## src/rtl/fifo2spi_pkg.sv

```systemverilog
// Shared codes, FSM state encoding and the byte strobe-merge helper for the
// AXI-FIFO to SPI-register request decoder.
package fifo2spi_pkg;

  localparam logic [1:0] RESP_OKAY   = 2'b00;
  localparam logic [1:0] RESP_SLVERR = 2'b10;

  localparam logic [1:0] SEL_CTRL   = 2'd0;
  localparam logic [1:0] SEL_TCTRL  = 2'd1;
  localparam logic [1:0] SEL_STATUS = 2'd2;
  localparam logic [1:0] SEL_FIFO   = 2'd3;

  typedef enum logic [2:0] {
    ST_IDLE,
    ST_WR_EXEC,
    ST_WR_WAIT_TX,
    ST_WR_RESP,
    ST_RD_EXEC,
    ST_RD_WAIT_RX,
    ST_RD_RESP
  } state_t;

  typedef enum logic {
    GRANT_READ  = 1'b0,
    GRANT_WRITE = 1'b1
  } grant_t;

  // One byte lane of a read-modify-write: strobed lanes take the new data.
  function automatic logic [7:0] strb_merge(input logic [7:0] wbyte,
                                            input logic [7:0] cbyte,
                                            input logic       strb);
    return strb ? wbyte : cbyte;
  endfunction

endpackage

```

## src/rtl/fifo2spi_arb_start.sv

```systemverilog
// Start-pulse generator: rising-edge detect on the start bit, busy tracking
// and collision flagging when a start arrives while a transfer is running.
module spi_start_ctrl (
  input  logic clk_i,
  input  logic reset_n_i,
  input  logic start_bit,
  input  logic trans_done,
  output logic trans_start,
  output logic spi_busy,
  output logic start_err
);

  logic start_prev;
  logic start_rise;

  assign start_rise = start_bit & ~start_prev;

  // Setting busy takes priority over a concurrent done.
  always_ff @(posedge clk_i or negedge reset_n_i) begin
    if (!reset_n_i) begin
      start_prev  <= 1'b0;
      trans_start <= 1'b0;
      start_err   <= 1'b0;
      spi_busy    <= 1'b0;
    end else begin
      start_prev  <= start_bit;
      trans_start <= start_rise & ~spi_busy;
      start_err   <= start_rise & spi_busy;
      if (start_rise & ~spi_busy)
        spi_busy <= 1'b1;
      else if (trans_done)
        spi_busy <= 1'b0;
    end
  end

endmodule

```

## src/rtl/fifo2spi_arb.sv

```systemverilog
// Request decoder between AXI-side request/data/response FIFOs and the SPI-side
// register file and TX/RX FIFOs, with round-robin read/write arbitration.
module fifo2spi_arb
  import fifo2spi_pkg::*;
#(
  parameter int DATA_W    = 32,
  parameter int STRB_W    = DATA_W / 8,
  parameter int START_BIT = 13,
  parameter int TX_WAIT   = 16,
  parameter int RX_WAIT   = 16
) (
  input  logic                     clk_i,
  input  logic                     reset_n_i,
  input  logic [DATA_W-1:0]        reg_control_i,
  input  logic [DATA_W-1:0]        reg_trans_ctrl_i,
  input  logic [DATA_W-1:0]        reg_status_i,
  output logic [DATA_W-1:0]        reg_data_o,
  output logic                     reg_load_o,
  output logic [1:0]               reg_sel_o,
  input  logic                     wr_req_empty_i,
  input  logic                     wr_data_empty_i,
  input  logic [1:0]               wr_req_data_i,
  input  logic [DATA_W+STRB_W-1:0] wr_data_data_i,
  output logic                     wr_req_pull_o,
  output logic                     wr_data_pull_o,
  input  logic                     wr_resp_full_i,
  output logic [1:0]               wr_resp_data_o,
  output logic                     wr_resp_push_o,
  input  logic                     rd_req_empty_i,
  input  logic [1:0]               rd_req_data_i,
  output logic                     rd_req_pull_o,
  input  logic                     rd_resp_full_i,
  output logic [DATA_W+1:0]        rd_resp_data_o,
  output logic                     rd_resp_push_o,
  input  logic                     tx_full_i,
  output logic [DATA_W-1:0]        tx_data_o,
  output logic [STRB_W-1:0]        tx_strb_o,
  output logic                     tx_push_o,
  input  logic                     rx_empty_i,
  input  logic [DATA_W-1:0]        rx_data_i,
  output logic                     rx_pull_o,
  input  logic                     trans_done_i,
  output logic                     trans_start_o,
  output logic                     spi_busy_o,
  output logic                     start_err_o
);

  localparam int MAX_WAIT = (TX_WAIT > RX_WAIT) ? TX_WAIT : RX_WAIT;
  localparam int CNT_W    = (MAX_WAIT > 0) ? $clog2(MAX_WAIT + 1) : 1;

  state_t              state, state_nxt;
  grant_t              last_grant, last_grant_nxt;
  logic [CNT_W-1:0]    cnt, cnt_nxt;
  logic [1:0]          hold_sel, hold_sel_nxt;
  logic [DATA_W-1:0]   hold_data, hold_data_nxt;
  logic [STRB_W-1:0]   hold_strb, hold_strb_nxt;

  logic [DATA_W-1:0]   reg_data_nxt, tx_data_nxt;
  logic [STRB_W-1:0]   tx_strb_nxt;
  logic [1:0]          reg_sel_nxt, wr_resp_data_nxt;
  logic [DATA_W+1:0]   rd_resp_data_nxt;
  logic                reg_load_nxt, wr_req_pull_nxt, wr_data_pull_nxt, wr_resp_push_nxt;
  logic                rd_req_pull_nxt, rd_resp_push_nxt, tx_push_nxt, rx_pull_nxt;

  logic                wr_pend, rd_pend;
  logic [DATA_W-1:0]   cur_reg, merged;

  assign wr_pend = ~wr_req_empty_i & ~wr_data_empty_i;
  assign rd_pend = ~rd_req_empty_i;
  assign cur_reg = (hold_sel == SEL_CTRL) ? reg_control_i : reg_trans_ctrl_i;

  always_comb begin
    merged = '0;
    for (int b = 0; b < STRB_W; b++)
      merged[b*8 +: 8] = strb_merge(hold_data[b*8 +: 8], cur_reg[b*8 +: 8], hold_strb[b]);
  end

  // Data outputs hold their last value so responses stay stable while waiting.
  always_comb begin
    state_nxt        = state;
    last_grant_nxt   = last_grant;
    cnt_nxt          = '0;
    hold_sel_nxt     = hold_sel;
    hold_data_nxt    = hold_data;
    hold_strb_nxt    = hold_strb;
    reg_data_nxt     = reg_data_o;
    reg_sel_nxt      = reg_sel_o;
    reg_load_nxt     = 1'b0;
    wr_req_pull_nxt  = 1'b0;
    wr_data_pull_nxt = 1'b0;
    wr_resp_data_nxt = wr_resp_data_o;
    wr_resp_push_nxt = 1'b0;
    rd_req_pull_nxt  = 1'b0;
    rd_resp_data_nxt = rd_resp_data_o;
    rd_resp_push_nxt = 1'b0;
    tx_data_nxt      = tx_data_o;
    tx_strb_nxt      = tx_strb_o;
    tx_push_nxt      = 1'b0;
    rx_pull_nxt      = 1'b0;

    case (state)
      ST_IDLE: begin
        if (wr_pend && (!rd_pend || last_grant == GRANT_READ)) begin
          hold_sel_nxt     = wr_req_data_i;
          hold_data_nxt    = wr_data_data_i[DATA_W+STRB_W-1:STRB_W];
          hold_strb_nxt    = wr_data_data_i[STRB_W-1:0];
          wr_req_pull_nxt  = 1'b1;
          wr_data_pull_nxt = 1'b1;
          last_grant_nxt   = GRANT_WRITE;
          state_nxt        = ST_WR_EXEC;
        end else if (rd_pend) begin
          hold_sel_nxt    = rd_req_data_i;
          rd_req_pull_nxt = 1'b1;
          last_grant_nxt  = GRANT_READ;
          state_nxt       = ST_RD_EXEC;
        end
      end

      ST_WR_EXEC: begin
        state_nxt = ST_WR_RESP;
        case (hold_sel)
          SEL_CTRL, SEL_TCTRL: begin
            reg_data_nxt     = merged;
            reg_sel_nxt      = hold_sel;
            reg_load_nxt     = |hold_strb;
            wr_resp_data_nxt = RESP_OKAY;
          end
          SEL_STATUS: wr_resp_data_nxt = RESP_SLVERR;
          default: begin
            if (!tx_full_i) begin
              tx_data_nxt      = hold_data;
              tx_strb_nxt      = hold_strb;
              tx_push_nxt      = 1'b1;
              wr_resp_data_nxt = RESP_OKAY;
            end else if (TX_WAIT == 0) begin
              wr_resp_data_nxt = RESP_SLVERR;
            end else begin
              state_nxt = ST_WR_WAIT_TX;
            end
          end
        endcase
      end

      ST_WR_WAIT_TX: begin
        if (!tx_full_i) begin
          tx_data_nxt      = hold_data;
          tx_strb_nxt      = hold_strb;
          tx_push_nxt      = 1'b1;
          wr_resp_data_nxt = RESP_OKAY;
          state_nxt        = ST_WR_RESP;
        end else if (cnt == CNT_W'(TX_WAIT)) begin
          wr_resp_data_nxt = RESP_SLVERR;
          state_nxt        = ST_WR_RESP;
        end else begin
          cnt_nxt = cnt + CNT_W'(1);
        end
      end

      ST_WR_RESP: begin
        if (!wr_resp_full_i) begin
          wr_resp_push_nxt = 1'b1;
          state_nxt        = ST_IDLE;
        end
      end

      ST_RD_EXEC: begin
        state_nxt = ST_RD_RESP;
        case (hold_sel)
          SEL_CTRL:   rd_resp_data_nxt = {reg_control_i, RESP_OKAY};
          SEL_TCTRL:  rd_resp_data_nxt = {reg_trans_ctrl_i, RESP_OKAY};
          SEL_STATUS: rd_resp_data_nxt = {reg_status_i, RESP_OKAY};
          default: begin
            if (!rx_empty_i) begin
              rd_resp_data_nxt = {rx_data_i, RESP_OKAY};
              rx_pull_nxt      = 1'b1;
            end else if (RX_WAIT == 0) begin
              rd_resp_data_nxt = {{DATA_W{1'b1}}, RESP_SLVERR};
            end else begin
              state_nxt = ST_RD_WAIT_RX;
            end
          end
        endcase
      end

      ST_RD_WAIT_RX: begin
        if (!rx_empty_i) begin
          rd_resp_data_nxt = {rx_data_i, RESP_OKAY};
          rx_pull_nxt      = 1'b1;
          state_nxt        = ST_RD_RESP;
        end else if (cnt == CNT_W'(RX_WAIT)) begin
          rd_resp_data_nxt = {{DATA_W{1'b1}}, RESP_SLVERR};
          state_nxt        = ST_RD_RESP;
        end else begin
          cnt_nxt = cnt + CNT_W'(1);
        end
      end

      ST_RD_RESP: begin
        if (!rd_resp_full_i) begin
          rd_resp_push_nxt = 1'b1;
          state_nxt        = ST_IDLE;
        end
      end

      default: state_nxt = ST_IDLE;
    endcase
  end

  always_ff @(posedge clk_i or negedge reset_n_i) begin
    if (!reset_n_i) begin
      state          <= ST_IDLE;
      last_grant     <= GRANT_READ;
      cnt            <= '0;
      hold_sel       <= '0;
      hold_data      <= '0;
      hold_strb      <= '0;
      reg_data_o     <= '0;
      reg_sel_o      <= '0;
      reg_load_o     <= 1'b0;
      wr_req_pull_o  <= 1'b0;
      wr_data_pull_o <= 1'b0;
      wr_resp_data_o <= '0;
      wr_resp_push_o <= 1'b0;
      rd_req_pull_o  <= 1'b0;
      rd_resp_data_o <= '0;
      rd_resp_push_o <= 1'b0;
      tx_data_o      <= '0;
      tx_strb_o      <= '0;
      tx_push_o      <= 1'b0;
      rx_pull_o      <= 1'b0;
    end else begin
      state          <= state_nxt;
      last_grant     <= last_grant_nxt;
      cnt            <= cnt_nxt;
      hold_sel       <= hold_sel_nxt;
      hold_data      <= hold_data_nxt;
      hold_strb      <= hold_strb_nxt;
      reg_data_o     <= reg_data_nxt;
      reg_sel_o      <= reg_sel_nxt;
      reg_load_o     <= reg_load_nxt;
      wr_req_pull_o  <= wr_req_pull_nxt;
      wr_data_pull_o <= wr_data_pull_nxt;
      wr_resp_data_o <= wr_resp_data_nxt;
      wr_resp_push_o <= wr_resp_push_nxt;
      rd_req_pull_o  <= rd_req_pull_nxt;
      rd_resp_data_o <= rd_resp_data_nxt;
      rd_resp_push_o <= rd_resp_push_nxt;
      tx_data_o      <= tx_data_nxt;
      tx_strb_o      <= tx_strb_nxt;
      tx_push_o      <= tx_push_nxt;
      rx_pull_o      <= rx_pull_nxt;
    end
  end

  spi_start_ctrl u_start (
    .clk_i       (clk_i),
    .reset_n_i   (reset_n_i),
    .start_bit   (reg_trans_ctrl_i[START_BIT]),
    .trans_done  (trans_done_i),
    .trans_start (trans_start_o),
    .spi_busy    (spi_busy_o),
    .start_err   (start_err_o)
  );

endmodule

```

## config.mk

```make
export PLATFORM = sky130hd
export DESIGN_NAME = fifo2spi_arb
export DESIGN_NICKNAME = d
export VERILOG_FILES = /design/src/rtl/fifo2spi_pkg.sv /design/src/rtl/fifo2spi_arb_start.sv /design/src/rtl/fifo2spi_arb.sv
export SDC_FILE = /design/constraint.sdc
export NUM_CORES = 1
export LEC_CHECK = 0
export CAP_MARGIN = 20
export CORE_MARGIN = 2
export CORE_UTILIZATION = 48
export DETAILED_ROUTE_END_ITERATION = 12
export HOLD_SLACK_MARGIN = 0.05
export PLACE_DENSITY = 0.89
export SLEW_MARGIN = 20
export SYNTH_ARGS = -nofsm -noshare
export SYNTH_HDL_FRONTEND = slang
export SYNTH_SLANG_ARGS = --single-unit
export TNS_END_PERCENT = 10
```

## constraint.sdc

```tcl
create_clock -name clk_i -period 4.7 [get_ports clk_i]
set_input_delay 0.94 -clock clk_i [delete_from_list [all_inputs] [get_ports clk_i]]
set_output_delay 0.94 -clock clk_i [all_outputs]
set_load 0.01 [all_outputs]
```

== Word level (Yosys, flattened, before mapping) ==
Index checks and enable logic that the tools add are counted.

* Register bits: 164
* Input bits: 178
* Output and inout port bits: 117
* Word-level logic and storage cells: 129

* Add/subtract/negate cells: 1
* Eq/ne operators: 18
* Mux-type cells: 61
* Bitwise logic cells: 9
* Reduce and logical (&&, ||, !) cells: 17

{| class="wikitable"
|+ Operators by type and width
! kind !! count
|-
| 2-to-1 mux 34 bit || 3
|-
| one-hot mux 34 bit (3 select lines) || 1
|-
| 2-to-1 mux 32 bit || 3
|-
| one-hot mux 34 bit (2 select lines) || 1
|-
| one-hot mux 32 bit (2 select lines) || 1
|-
| 2-to-1 mux 8 bit || 4
|-
| 2-to-1 mux 3 bit || 8
|-
| 2-to-1 mux 1 bit || 21
|-
| one-hot mux 3 bit (7 select lines) || 1
|-
| 2-to-1 mux 5 bit || 3
|-
| 2-to-1 mux 2 bit || 7
|-
| one-hot mux 5 bit (2 select lines) || 1
|-
| == test 3 bit, second input constant || 3
|-
| != test 3 bit, second input constant || 3
|-
| 2-to-1 mux 4 bit || 2
|-
| one-hot mux 2 bit (2 select lines) || 2
|-
| one-hot mux 4 bit (2 select lines) || 1
|-
| AND reduction 2 bit || 4
|-
| == test 3 x 2 -> 1 bit, second input constant || 2
|-
| != test 2 bit, second input constant || 3
|-
| AND reduction 3 bit || 2
|-
| nonzero test 2 bit || 3
|-
| adder 5 x 1 -> 5 bit, second input constant || 1
|-
| == test 5 bit, second input constant || 1
|-
| other kinds (17) || 25
|}

== Depth between registers and ports, before layout ==
* Depth in word-level cells: 5
* Depth in mapped cells: 8
* Depth with buffers taken out: 6

== Hierarchy ==
A second synthesis with hierarchy kept.

* Cell total of the unflattened synthesis: 719
* Area total of the unflattened synthesis: 8145.3 sq um

{| class="wikitable"
|+ Modules (own cells, without submodules)
! module !! instances !! cells each !! area an instance (sq um) !! seq. area each (sq um)
|-
| fifo2spi_arb || 1 || 711 || 8013.9 || 3953.8
|-
| spi_start_ctrl || 1 || 8 || 131.4 || 100.1
|}

== Least setup slack after synthesis ==
OpenSTA, ideal clock, no wires.

* Kind: in2reg
* From: input rd_req_empty_i
* To: register hold_data[26]
* Library setup time: 0.125 ns
* Arrival time: 1.973 ns
* Data required time: 4.575 ns
* Slack: 2.602 ns
* Cell stages on the path: 6
* Path buffers: 2
* Path through: inv_1 > a211oi_4 > nand2_2 > buf_6 > buf_6 > mux2_4

* Cells in the longest elaborated chain, start to end: 3

{| class="wikitable"
|+ Ends and longest elaborated chain
! item !! RTL line !! text
|-
| start: declaration || fifo2spi_arb.sv:29 || <nowiki>input logic rd_req_empty_i,</nowiki>
|-
| logical OR 1 bit || fifo2spi_arb.sv:103 || <nowiki>if (wr_pend && (!rd_pend || last_grant == GRANT_READ)) begin</nowiki>
|-
| logical AND 1 bit || fifo2spi_arb.sv:103 ||
|-
| AND reduction 2 bit (no line) || - ||
|-
| end signal: assignment || fifo2spi_arb.sv:236 || <nowiki>hold_data <= hold_data_nxt;</nowiki>
|-
| end: declaration || fifo2spi_arb.sv:55 || <nowiki>logic [DATA_W-1:0] hold_data, hold_data_nxt;</nowiki>
|}

No other way between the ends.
A chain may end at the register's enable or synchronous reset.

== Worst setup path after layout ==
* From: input rx_empty_i
* To: register rd_resp_data_o[7]

* Cells in the longest elaborated chain, start to end: 2
* Elaborated cells between the ends (all ways): 5
* Those cells by class: 2 x eq/ne; 2 x mux; 1 x reduce/logical

{| class="wikitable"
|+ Ends and longest elaborated chain
! item !! RTL line !! text
|-
| start: declaration || fifo2spi_arb.sv:39 || <nowiki>input logic rx_empty_i,</nowiki>
|-
| != test 5 bit (no line) (tied with other cells) || - ||
|-
| AND reduction 3 bit (no line) or one-hot mux 34 bit (2 select lines) (tied branches) || - ||
|-
| end signal: assignment || fifo2spi_arb.sv:246 || <nowiki>rd_resp_data_o <= rd_resp_data_nxt;</nowiki>
|-
| end: declaration || fifo2spi_arb.sv:33 || <nowiki>output logic [DATA_W+1:0] rd_resp_data_o,</nowiki>
|}

Parallel ways exist; a longest one is shown, timed or not.

==> impl_metrics.toml <==
[status]
status = "completed"

[grt]
global_route_wire_length_before_repair_mm = 35.4
leftover_overflow_at_the_end_of_global_routing = 0
grt_start_max_net_pins = 102
first_global_vias = 6478
track_usage = 0.276
antenna_found_initial = 1

[clock_tree]
clock-sinks = 162
tritoncts_clock_tree = "built"
htree_levels = 4
clk_root_buffer_cell = "sky130_fd_sc_hd__clkbuf_16"
cts_inserted_buffers = 17
clock_latency_ns = 0.42
post_cts.repair.setup_buffers = 0
cts.reportedPaths.clkPinSlew_ns = 0.06
cts_repair_resize_count = 0
holdBufCountCts = 0
clock_tree.buffer_depth = 2

[sta]
timing.final.ws_setup_ns = 1.88
worst_clock_skew_ns = 0.00995
fin_setup_tns_ns = 0
timing.final.crit_share = 0.600
finalWorstPathRequiredPeriod_ns = 2.82
report.final.hold_viol_count = 0
fmax_mhz = 355
slew_headroom = 0.306
final-setup-viol-count = 0
grt_setup_unrepaired = "no"
slew_viol_final = 0
worst_pin_slew_ns = 1.02

[final_layout]
drive_above_1_share = 0.125
net_total_in_the_final_layout = 1157
antenna-diode-count = 0
area_growth_syn_to_layout_pct = 46.3
nFillCells = 1155

[floorplanning]
coreArea_sq_um = 15800
initial_cell_density_of_the_core = 0.489
std_cell_rows = 46
die-width_um = 131
dieArea_sq_um = 17100
i_o_pin_count = 295
fp.dieH_um = 131

[setup_path]
critical_path.endpoint_type = "flip-flop"
r2r-end = "reg_data_o[5]"
critical_path.reg2reg.startpoint = "hold_sel[0]"
timing.reg2reg.worst_path_depth = 7
critical_path_arrival_ns = 3.10
path_max_fanout = 49
timing_worst_setup_path_type = "in -> reg"
critical_path.startpoint = "rx_empty_i"
critical_path_end = "rd_resp_data_o[7]"
startpoint_type = "primary input"
reg2reg_setup_slack_ns = 2.12
cp.required_ns = 4.98

[yosys]
synth_sequential_area_ratio = 0.526
synth.lib_cells_used.distinct = 48
synth_simple_gate_area_share = 0.0985
synth_area_sq_um = 7710
yosysWarningCount = 0
yosys-mux-area-fraction = 0.154
ys_seq_elements = 162
synth-xor-area-share = 0.00341
synth-edff-count = 0
synth_top_family_by_area = "compound AO/OA/AOI/OAI gates"
syn_area_per_cell_sq_um = 10.8
synthFlopType = "sky130_fd_sc_hd__dfrtp_1"
ys_async_sr_fraction = 1.00
number_of_instances_in_the_synthesized_netlist = 712
synth_area_in_adders = 0.0114
synthesized_area_fraction_occupied_by_ao_oa_aoi_and_oai_cells = 0.157

[power_and_ir_drop]
p_total_mw = 7.25
power.static_leakage_nw = 4.92
cellPowerDensity_nw_per_um2 = 642
vdd_drop_max_uv = 375

[place]
io_buffer_count = 292
post_dp_hpwl_mm = 17.3
pre_cts_ws_ns = 1.49
gpl.final_weighted_congestion = 0.884

[worst_hold_path]
hold_path_startpoint = "u_start.start_prev"
hp-class = "reg -> reg"

[routing]
first_iter_violations = 545
route.detailed.drc = 0
vias = 6688
firstDrtPassIters = 6
avgRoutedWirePerCell_um = 19.9
route.detailed.vias_per_inst = 5.57
drt_wl_total_mm = 23.8
ant_nets = 0

[flow_run]
cap_violations = 0
-- area by class of cell --
cell class / instances / area, sq um / area share
flip-flops and latches: 162 / 4050 / 0.359
inverters: 11 / 41.3 / 0.00366
well taps: 216 / 270 / 0.0239
clock inverters: 9 / 121 / 0.0108
multi-input cells: 480 / 3330 / 0.295
clock buffers: 22 / 484 / 0.0429
repair buffers: 300 / 2980 / 0.264
-- how the worst min path moves through the flow --
stage                           to  slack [ns]  cells after the start
6_report       u_start.trans_start        0.45                      1
5_1_grt        u_start.trans_start        0.48                      1
4_1_cts        u_start.trans_start        0.46                      1
3_5_place_dp   u_start.trans_start        0.44                      1
3_3_place_gp   u_start.trans_start        0.43                      1
2_1_floorplan  u_start.trans_start        0.41                      1
-- where the power goes --
| part | leakage (nW) | internal, mW | total [mW] | switching, mW |
|---|---|---|---|---|
| logic | 2.60 | 1.72 | 3.29 | 1.58 |
| registers | 2.02 | 2.02 | 2.54 | 0.521 |
| clock network | 0.298 | 0.846 | 1.41 | 0.568 |
-- cells in the mapped netlist (4+ instances only) --
cell / count / area share
sky130_fd_sc_hd__a21o_1: 34 / 0.033
sky130_fd_sc_hd__a21oi_1: 36 / 0.023
sky130_fd_sc_hd__a222oi_1: 32 / 0.042
sky130_fd_sc_hd__buf_2: 14 / 0.0091
sky130_fd_sc_hd__buf_6: 11 / 0.016
sky130_fd_sc_hd__clkbuf_1: 30 / 0.015
sky130_fd_sc_hd__dfrtp_1: 162 / 0.53
sky130_fd_sc_hd__ha_1: 7 / 0.011
sky130_fd_sc_hd__inv_1: 11 / 0.0054
sky130_fd_sc_hd__mux2_2: 68 / 0.099
sky130_fd_sc_hd__mux2_4: 5 / 0.0097
sky130_fd_sc_hd__mux2i_1: 35 / 0.045
sky130_fd_sc_hd__nand2_1: 72 / 0.035
sky130_fd_sc_hd__nor2_1: 72 / 0.035
sky130_fd_sc_hd__nor3_1: 7 / 0.0045
sky130_fd_sc_hd__nor4_1: 4 / 0.0032
sky130_fd_sc_hd__o21ai_0: 52 / 0.034
sky130_fd_sc_hd__o21ai_1: 19 / 0.012
-- kinds of logic after synthesis --
| group | Yosys count |
|---|---|
| DFF | 162 |
| buffers and inverters | 71 |
| other | 1 |
| xor gates and xnor gates | 3 |
| muxes | 108 |
| and+or+nand+nor | 176 |
| AOI/OAI and AO/OA | 184 |
| adders and majority gates | 7 |
-- routing by layer --
metal / routed length, um / share of wire / GRT usage / up-vias
met5: 0 / 0 / 0 / -
met4: 690 / 0.029 / 0.110 / 0
met3: 1560 / 0.066 / 0.0611 / 40
met2: 11700 / 0.49 / 0.434 / 286
met1: 9900 / 0.42 / 0.374 / 3293
li1: - / - / - / 3069
-- through the flow --
step | util | area, sq um | cells | hold slack (ns)
final | 0.716 | 11300 | 1200 | 0.455
after global placement | 0.677 | 10700 | 1169 | 0.432
after floorplan | - | 7710 | 713 | 0.412
after CTS | 0.716 | 11300 | 1200 | 0.456
after global routing | 0.716 | 11300 | 1200 | 0.481
after detailed placement | 0.677 | 10700 | 1169 | 0.443
-- cell usage in the layout, fill, tap and decap left out, drive strengths merged, types with 2 or more instances in the layout --
cell and n:
clkdlybuf4s50 291, dfrtp 162, nand2 73, mux2 73
nor2 72, o21ai 71, a21oi 36, mux2i 35
a21o 34, a222oi 32, clkbuf 22, inv 14
buf 9, nor3 7, ha 7, nor4 4
clkinv 4, nand3 3, nand2b 3, a31oi 3
and4b 2, xor2 2, nor4b 2, conb 2
bufinv 2
-- registers in the layout, indices dropped and copies added (netlist names), 2 cells and up --
register        cells
cnt                 5
hold_data          32
hold_sel            2
hold_strb           4
rd_resp_data_o     33
reg_data_o         32
reg_sel_o           2
state               3
tx_data_o          32
tx_strb_o           4
-- worst max-delay path, stage by stage --
cell	delay, ns
sky130_fd_sc_hd__clkdlybuf4s50_1	0.56
sky130_fd_sc_hd__nor4b_1	0.25
sky130_fd_sc_hd__a311o_2	0.77
sky130_fd_sc_hd__buf_4	0.35
sky130_fd_sc_hd__a21o_1	0.11
sky130_fd_sc_hd__o21ai_0	0.09
Power figures use the tool's default switching activity.
